## src/rtl/usb_tx_timer.sv

```systemverilog
// -----------------------------------------------------------------------------
// usb_tx_timer
//   Bit-slot timing generator for the USB 1.0 transmit path. Each slot lasts
//   CLKS_PER_BIT clocks. At every slot start one of two strobes fires:
//   bit_strobe (shift the next data bit out) or stuff_strobe (insert a stuff
//   bit). Data bits are counted within a byte, and byte_done flags the end of
//   the 8th data bit so the TX controller can load the next byte.
//
// Ports
//   clk           in   system clock, all state on rising edge
//   n_rst         in   asynchronous active-low reset
//   clear         in   synchronous abort to IDLE, overrides every other input
//   start         in   begin transmission (sampled in IDLE)
//   stop          in   end transmission at the next byte boundary (RUN only)
//   stuff_req     in   next slot is a stuff bit (sampled at slot boundaries)
//   bit_strobe    out  1-cycle pulse: a data bit slot begins
//   stuff_strobe  out  1-cycle pulse: a stuff bit slot begins
//   byte_done     out  1-cycle pulse: 8th data bit of a byte has ended
//   bit_cnt       out  index of current/next data bit, 0..7
//   busy          out  high while in RUN
//
// States
//   IDLE | waiting for start, all outputs low
//   RUN  | timing bit slots, busy high
// -----------------------------------------------------------------------------
module usb_tx_timer #(
  parameter int CLKS_PER_BIT = 8,  // must be >= 2
  parameter int CNT_W        = $clog2(CLKS_PER_BIT)
) (
  input  logic       clk,
  input  logic       n_rst,
  input  logic       clear,
  input  logic       start,
  input  logic       stop,
  input  logic       stuff_req,
  output logic       bit_strobe,
  output logic       stuff_strobe,
  output logic       byte_done,
  output logic [2:0] bit_cnt,
  output logic       busy
);

  typedef enum logic {
    IDLE = 1'b0,
    RUN  = 1'b1
  } state_t;

  localparam logic [CNT_W-1:0] RELOAD = CNT_W'(CLKS_PER_BIT - 1);

  state_t           state;
  logic [CNT_W-1:0] clk_cnt;
  logic             stop_pend;
  logic             prev_data;   // last slot carried a data bit (not stuff)

  logic             slot_end;
  logic             wrap;

  assign slot_end = (clk_cnt == '0);
  // bit_cnt only advances after a data slot, so a wrap needs prev_data.
  assign wrap     = slot_end && prev_data && (bit_cnt == 3'd7);

  always_ff @(posedge clk or negedge n_rst) begin
    if (!n_rst) begin
      state        <= IDLE;
      clk_cnt      <= '0;
      bit_cnt      <= 3'd0;
      stop_pend    <= 1'b0;
      prev_data    <= 1'b0;
      bit_strobe   <= 1'b0;
      stuff_strobe <= 1'b0;
      byte_done    <= 1'b0;
      busy         <= 1'b0;
    end else begin
      bit_strobe   <= 1'b0;
      stuff_strobe <= 1'b0;
      byte_done    <= 1'b0;

      if (clear) begin
        state     <= IDLE;
        clk_cnt   <= '0;
        bit_cnt   <= 3'd0;
        stop_pend <= 1'b0;
        prev_data <= 1'b0;
        busy      <= 1'b0;
      end else begin
        case (state)
          IDLE: begin
            if (start) begin
              state      <= RUN;
              busy       <= 1'b1;
              bit_strobe <= 1'b1;
              bit_cnt    <= 3'd0;
              clk_cnt    <= RELOAD;
              prev_data  <= 1'b1;
              stop_pend  <= 1'b0;
            end
          end

          RUN: begin
            if (!slot_end) begin
              clk_cnt <= clk_cnt - CNT_W'(1);
              if (stop) stop_pend <= 1'b1;
            end else begin
              clk_cnt <= RELOAD;
              // A stuff slot holds the data bit index.
              if (prev_data) bit_cnt <= bit_cnt + 3'd1;
              if (wrap) byte_done <= 1'b1;

              // A stop seen on this very edge still ends on this wrap.
              if (wrap && (stop_pend || stop)) begin
                state     <= IDLE;
                busy      <= 1'b0;
                clk_cnt   <= '0;
                stop_pend <= 1'b0;
                prev_data <= 1'b0;
              end else begin
                if (stop) stop_pend <= 1'b1;
                if (stuff_req) begin
                  stuff_strobe <= 1'b1;
                  prev_data    <= 1'b0;
                end else begin
                  bit_strobe <= 1'b1;
                  prev_data  <= 1'b1;
                end
              end
            end
          end

          default: state <= IDLE;
        endcase
      end
    end
  end

endmodule

```

## config.mk

```make
export PLATFORM = sky130hd
export DESIGN_NAME = usb_tx_timer
export DESIGN_NICKNAME = d
export VERILOG_FILES = /design/src/rtl/usb_tx_timer.sv
export SDC_FILE = /design/constraint.sdc
export NUM_CORES = 1
export LEC_CHECK = 0
export CORE_MARGIN = 4
export CORE_UTILIZATION = 49
export CTS_CLUSTER_DIAMETER = 120
export DETAILED_ROUTE_END_ITERATION = 8
export GPL_ROUTABILITY_DRIVEN = 0
export PLACE_DENSITY = 0.74
export SYNTH_ARGS = -nofsm -noshare
export SYNTH_HDL_FRONTEND = slang
export SYNTH_SLANG_ARGS = --single-unit
```

## constraint.sdc

```tcl
create_clock -name clk -period 4.2 [get_ports clk]
set_clock_uncertainty 0.15 [all_clocks]
set_input_delay 1.26 -clock clk [delete_from_list [all_inputs] [get_ports clk]]
set_output_delay 1.26 -clock clk [all_outputs]
set_load 0.02 [all_outputs]
```

== Word-level counts from Yosys, hierarchy flattened ==
Cells that the tools add are included.
Cells by class
  add/sub/neg operators: 2
  $mul: 0
  divide/modulo/power cells: 0
  order comparisons: 0
  eq/ne operators: 5
  shifts and indexed selects: 0
  mux-type cells: 43
  bitwise logic cells: 1
  reductions and logical operators: 8
Operator list (count)
  $mux 1: 28
  $mux 3: 8
  $pmux 3 s2: 2
  $pmux 1 s2: 5
  $ne 3x2->1 const B: 3
  $reduce_and 3->1: 2
  $add 3x1->3 const B: 1
  $eq 3x3->1 const B: 1
  $logic_and 1x1->1: 3
  $logic_not 3->1: 1
  $ne 3x3->1 const B: 1
  $sub 3x1->3 const B: 1
  $reduce_and 2->1: 1
  $logic_or 1x1->1: 1
  $not 1->1: 1
Word-level totals
  bits in registers: 13
  bits in latches: 0
  memory bits (writable): 0
  bits in read-only memories: 0
  bits of input ports: 6
  output and inout bits: 7
  word-level logic and storage cells: 68
  memories: 0

== Depth between registers and ports, before layout ==
  depth in word-level cells: 8
  depth in mapped cells: 5
  depth with buffers taken out: 5

== Least setup slack after synthesis ==
No wires, ideal clock.
  kind: in2reg
  start point: input port stop
  end point: register clk_cnt[0]
  library setup time: 104 ps
  arrival: 1841 ps
  data required time: 3946 ps
  setup slack: 2105 ps
  stages on the path: 3
  path buffers: 0
  path through: nor2_1 o2bb2ai_1 a221oi_1
Between the ends
  longest elaborated chain between the ends: 6
RTL lines
  from (decl): RTL line 34  | input logic stop,
  $logic_or 1x1->1: RTL line 110  | if (wrap && (stop_pend || stop)) begin
  $logic_and 1x1->1: RTL line 110
  $mux 3: RTL line 110
  $mux 3: RTL line 100  | if (!slot_end) begin
  $pmux 3 s2: RTL line 86  | case (state)
  $mux 3: RTL line 78  | if (clear) begin
  to (signal assigned): RTL line 101  | clk_cnt <= clk_cnt - CNT_W'(1);
  to (decl): RTL line 51  | logic [CNT_W-1:0] clk_cnt;
Every way passes these cells.
A chain may end at the register's enable or synchronous reset.

== Final worst setup path ==
  start point: register bit_cnt[0]
  end point: output port bit_cnt[0]
RTL lines
  from (decl): RTL line 39  | output logic [2:0] bit_cnt,
  from (signal assigned): RTL line 106  | if (prev_data) bit_cnt <= bit_cnt + 3'd1;
No word-level cell between the ends.

==> summary by stage <==
STA
Setup violations remaining at the end of the flow were counted as 0. The smallest clock period supported by the final layout is computed as 2.72 ns. In the finished design, the share of the clock period the worst path needs comes to 64.8%. Setup repair after global routing left no endpoint under its margin.

The slew of the pin with the lowest slew margin is 0.574 ns. The worst hold slack across all endpoints is 0.388 ns. The highest achievable clock rate is 367 MHz. The final number of hold-violating endpoints is 0. The sum of negative setup slack is 0 ns.

Setup slack on the critical path of the routed design comes to 1.48 ns. The number of pins with negative max-slew slack in the final report is 0. In this run the tightest slew margin relative to its limit is 61.6%.

Synthesis
The register bit count reported by yosys is 13. The most area-hungry cell type in the Yosys netlist is sky130_fd_sc_hd__dfrtp_1. Counting distinct cell types in the post-synthesis netlist gives 28. The Yosys step of the flow raised 0 warnings. Summed over its instances, the top area cell type makes up 46.8% of the synthesized netlist area. The number of nets in the synthesized netlist is 75.

By area the synthesized netlist is led by sky130_fd_sc_hd__dfrtp_1 (47%), sky130_fd_sc_hd__ha_1 (7.2%), sky130_fd_sc_hd__a21oi_1 (4.3%), sky130_fd_sc_hd__mux2i_1 (4.3%), sky130_fd_sc_hd__a211oi_1 (4.3%). After synthesis the cells add up to 696 µm². The synthesized netlist cell count is 65. The share of synthesized area occupied by flip-flops and latches is 46.8%. In this run the mean area of a mapped cell was 10.7 µm².

Status
The run finished with clean final reports.

Setup path
The instance count on the critical path is 1. On the worst path, the slowest cell contributes a delay of 0.63 ns. STA puts the critical path data required time at 2.79 ns.

The critical path class is reg -> out. In this run the worst path has a maximum fanout of 4. Walking the worst path, the cells encountered are clkdlybuf4s50_1. Counting both buffers and inverters, the worst setup path holds a total of 1.

STA classifies the critical path startpoint as a flip-flop. The cell family contributing the most delay on the critical path is buffers and inverters. The critical path's slowest cell is sky130_fd_sc_hd__clkdlybuf4s50_1.

The endpoint class of the critical path is an output pin. STA puts the critical path data arrival time at 1.31 ns. The count of cells along the worst register-to-register path is 5.

Layout
The proportion of layout cells with a drive suffix above 1 is 8.86%. The finished cells cover 852 µm². The area growth from synthesis to layout is 22.5%. Counting the fill cells in the layout gives 96. The multi-input gate area in the final layout is 347 µm². The layout net count is 90. The antenna cell count is 0. Summing all flip-flop and latch instances after layout gives 325 µm².

GRT
The via count of the first global-routing pass is 529. The number of antenna violations at the first check in global routing is 0. The global-route wire length before repair is 2.41 mm. Entering global routing, the biggest net connects 18 pins. Global routing used 16.7% of the available tracks.

Global routing finished with a remaining overflow of 0.

Floorplan
In this run the vertical extent of the chip is 45.7 µm. In this run the horizontal extent of the chip is 45.7 µm. The area of the placeable core is 1320 µm². The number of top-level pins is 13.

The area of the die is 2090 µm². The count of standard-cell rows is 13. The effective utilization at floorplan is 52.8%.

Placed design
The placement-stage worst setup slack is 1.58 ns. The placed instances occupy a cell area of 826 µm². The HPWL after detailed placement is 1.00 mm. Buffers placed on the I/O ports in this run total 12.

Drt
The routed layout has 534 vias. For this block, the routed nets add up to 1.40 mm of wire. After detailed routing, the number of remaining DRC violations is 0. Dividing the detail-routed wire length by the instance count gives 14.8 µm. The first-pass detailed-route iteration total is 2. In the routed layout, each cell is associated on average with a via count of 5.68. The first routing iteration left 2 violations. The final antenna-violating net count is 0.

CTS
The clock root buffer master is sky130_fd_sc_hd__clkbuf_4. The clock-pin slew on the worst setup and hold paths is 0.09 ns. The quantity of hold-fixing buffers added after cts is 0.

The post-CTS setup-driven buffer insertion count is 0. For the worst-skew pair, the clock arrives at the later sink with an insertion delay of 0.28 ns. Buffers inserted during clock tree synthesis total 3. In this run the deepest clock path goes through 2 buffers. The clock net sink count is 13. The number of gates given a new drive strength after cts is 0.

TritonCTS built the clock tree. The total number of H-tree levels is 1.

Min path
The path class of the tightest hold or removal check is reg -> reg. The worst hold path was traced through 2 stages.

Power and ir drop
The maximum ir drop on the vdd rail is 0.000213 V. In this run the static leakage power is 0.390 nW. The power per standard cell area is 331 nW/µm².

Job
Across the run, the number of max-cap violations was 0.
[where the power goes]
| group | internal, mW | switching (mW) |
|---|---|---|
| clock network | 0.0369 | 0.0424 |
| registers | 0.134 | 0.0101 |
| logic | 0.0286 | 0.0305 |
| total | 0.199 | 0.0831 |
[synthesized netlist by cell type]
master and instances:
sky130_fd_sc_hd__nand2b_1 3, sky130_fd_sc_hd__ha_1 4, sky130_fd_sc_hd__o21ai_1 1, sky130_fd_sc_hd__nand3b_1 2
sky130_fd_sc_hd__nor3_1 1, sky130_fd_sc_hd__a21oi_1 6, sky130_fd_sc_hd__nor2_1 4, sky130_fd_sc_hd__a41oi_1 1
sky130_fd_sc_hd__nand3b_4 1, sky130_fd_sc_hd__o21ai_0 1, sky130_fd_sc_hd__and3b_2 1, sky130_fd_sc_hd__a211oi_2 1
sky130_fd_sc_hd__mux2i_1 3, sky130_fd_sc_hd__clkbuf_1 1, sky130_fd_sc_hd__nand2_1 3, sky130_fd_sc_hd__o2bb2ai_1 1
sky130_fd_sc_hd__dfrtp_1 13, sky130_fd_sc_hd__inv_1 4, sky130_fd_sc_hd__o211ai_1 1, sky130_fd_sc_hd__nand4b_1 1
sky130_fd_sc_hd__buf_2 1, sky130_fd_sc_hd__o21bai_1 1, sky130_fd_sc_hd__a31oi_1 1, sky130_fd_sc_hd__a221oi_1 1
sky130_fd_sc_hd__o21ai_2 1, sky130_fd_sc_hd__xor2_1 1, sky130_fd_sc_hd__nor3b_1 2, sky130_fd_sc_hd__a211oi_1 4
[cell usage in the layout, fill, tap and decap left out]
master	synthesis	routed
sky130_fd_sc_hd__a211oi_2	1	1
sky130_fd_sc_hd__nor2_1	4	4
sky130_fd_sc_hd__nand2_1	3	3
sky130_fd_sc_hd__nand2b_1	3	3
sky130_fd_sc_hd__nor3b_1	2	2
sky130_fd_sc_hd__clkbuf_4	0	3
sky130_fd_sc_hd__o21bai_1	1	1
sky130_fd_sc_hd__o21ai_0	1	1
sky130_fd_sc_hd__o211ai_1	1	1
sky130_fd_sc_hd__a41oi_1	1	1
sky130_fd_sc_hd__nand3b_4	1	1
sky130_fd_sc_hd__a31oi_1	1	1
sky130_fd_sc_hd__and3b_2	1	1
sky130_fd_sc_hd__o21ai_1	1	1
sky130_fd_sc_hd__a211oi_1	4	4
sky130_fd_sc_hd__xor2_1	1	1
sky130_fd_sc_hd__a21oi_1	6	6
sky130_fd_sc_hd__nand4b_1	1	1
sky130_fd_sc_hd__dfrtp_1	13	13
sky130_fd_sc_hd__inv_1	4	4
sky130_fd_sc_hd__nand3b_1	2	2
sky130_fd_sc_hd__o21ai_2	1	1
sky130_fd_sc_hd__ha_1	4	4
sky130_fd_sc_hd__a221oi_1	1	1
sky130_fd_sc_hd__clkbuf_1	1	1
sky130_fd_sc_hd__nor3_1	1	1
sky130_fd_sc_hd__o2bb2ai_1	1	1
sky130_fd_sc_hd__mux2i_1	3	3
sky130_fd_sc_hd__clkdlybuf4s50_1	0	12
[registers in the layout (all words and copies together) (netlist names)]
name and count:
state 1, bit_strobe 1, byte_done 1, busy 1, stop_pend 1, clk_cnt 3, bit_cnt 3, prev_data 1
stuff_strobe 1
[cell type report]
class,count,share of cell area (%)
well taps,15,2.20
clock buffers,4,3.08
multi-input cells,46,40.7
flip-flops and latches,13,38.2
repair buffers,12,14.1
inverters,4,1.76
[metrics by stage]
stage          std cells  utilization (%)  power (mW)
2_1_floorplan         65                -       0.182
5_1_grt               94             64.7       0.297
6_report              94             64.7       0.282
4_1_cts               94             64.7       0.284
3_3_place_gp          90             62.7       0.203
3_5_place_dp          90             62.7       0.205
[layer usage]
metal  global-route usage, %  routed length (µm)  up-vias
met5                       0                   0        -
met4                    7.02                  17        0
met3                    3.95                  56        2
met2                    27.6                 686       11
met1                    20.6                 635      255
li1                        -                   -      266
[path summary, 6_finish.rpt]
| check | start | slack (ns) | end |
|---|---|---|---|
| min in group asynchronous | n_rst | 1.19 | bit_strobe |
| setup reg to reg | clk_cnt[0] | 2.49 | prev_data |
| max in group asynchronous | n_rst | 2.33 | bit_cnt[1] |
| hold reg to reg | stop_pend | 0.39 | stop_pend |
| hold / removal | stop_pend | 0.39 | stop_pend |
| setup / recovery | bit_cnt[0] | 1.48 | bit_cnt[0] |
[kinds of logic after synthesis]
| family | synth area share [%] |
|---|---|
| xor+xnor | 1.26 |
| compound gates | 20.0 |
| simple gates | 17.1 |
| buf+inv | 3.42 |
| flops | 46.8 |
| mux | 4.32 |
| fa+ha+maj | 7.19 |
(Power assumes the default switching activity.)
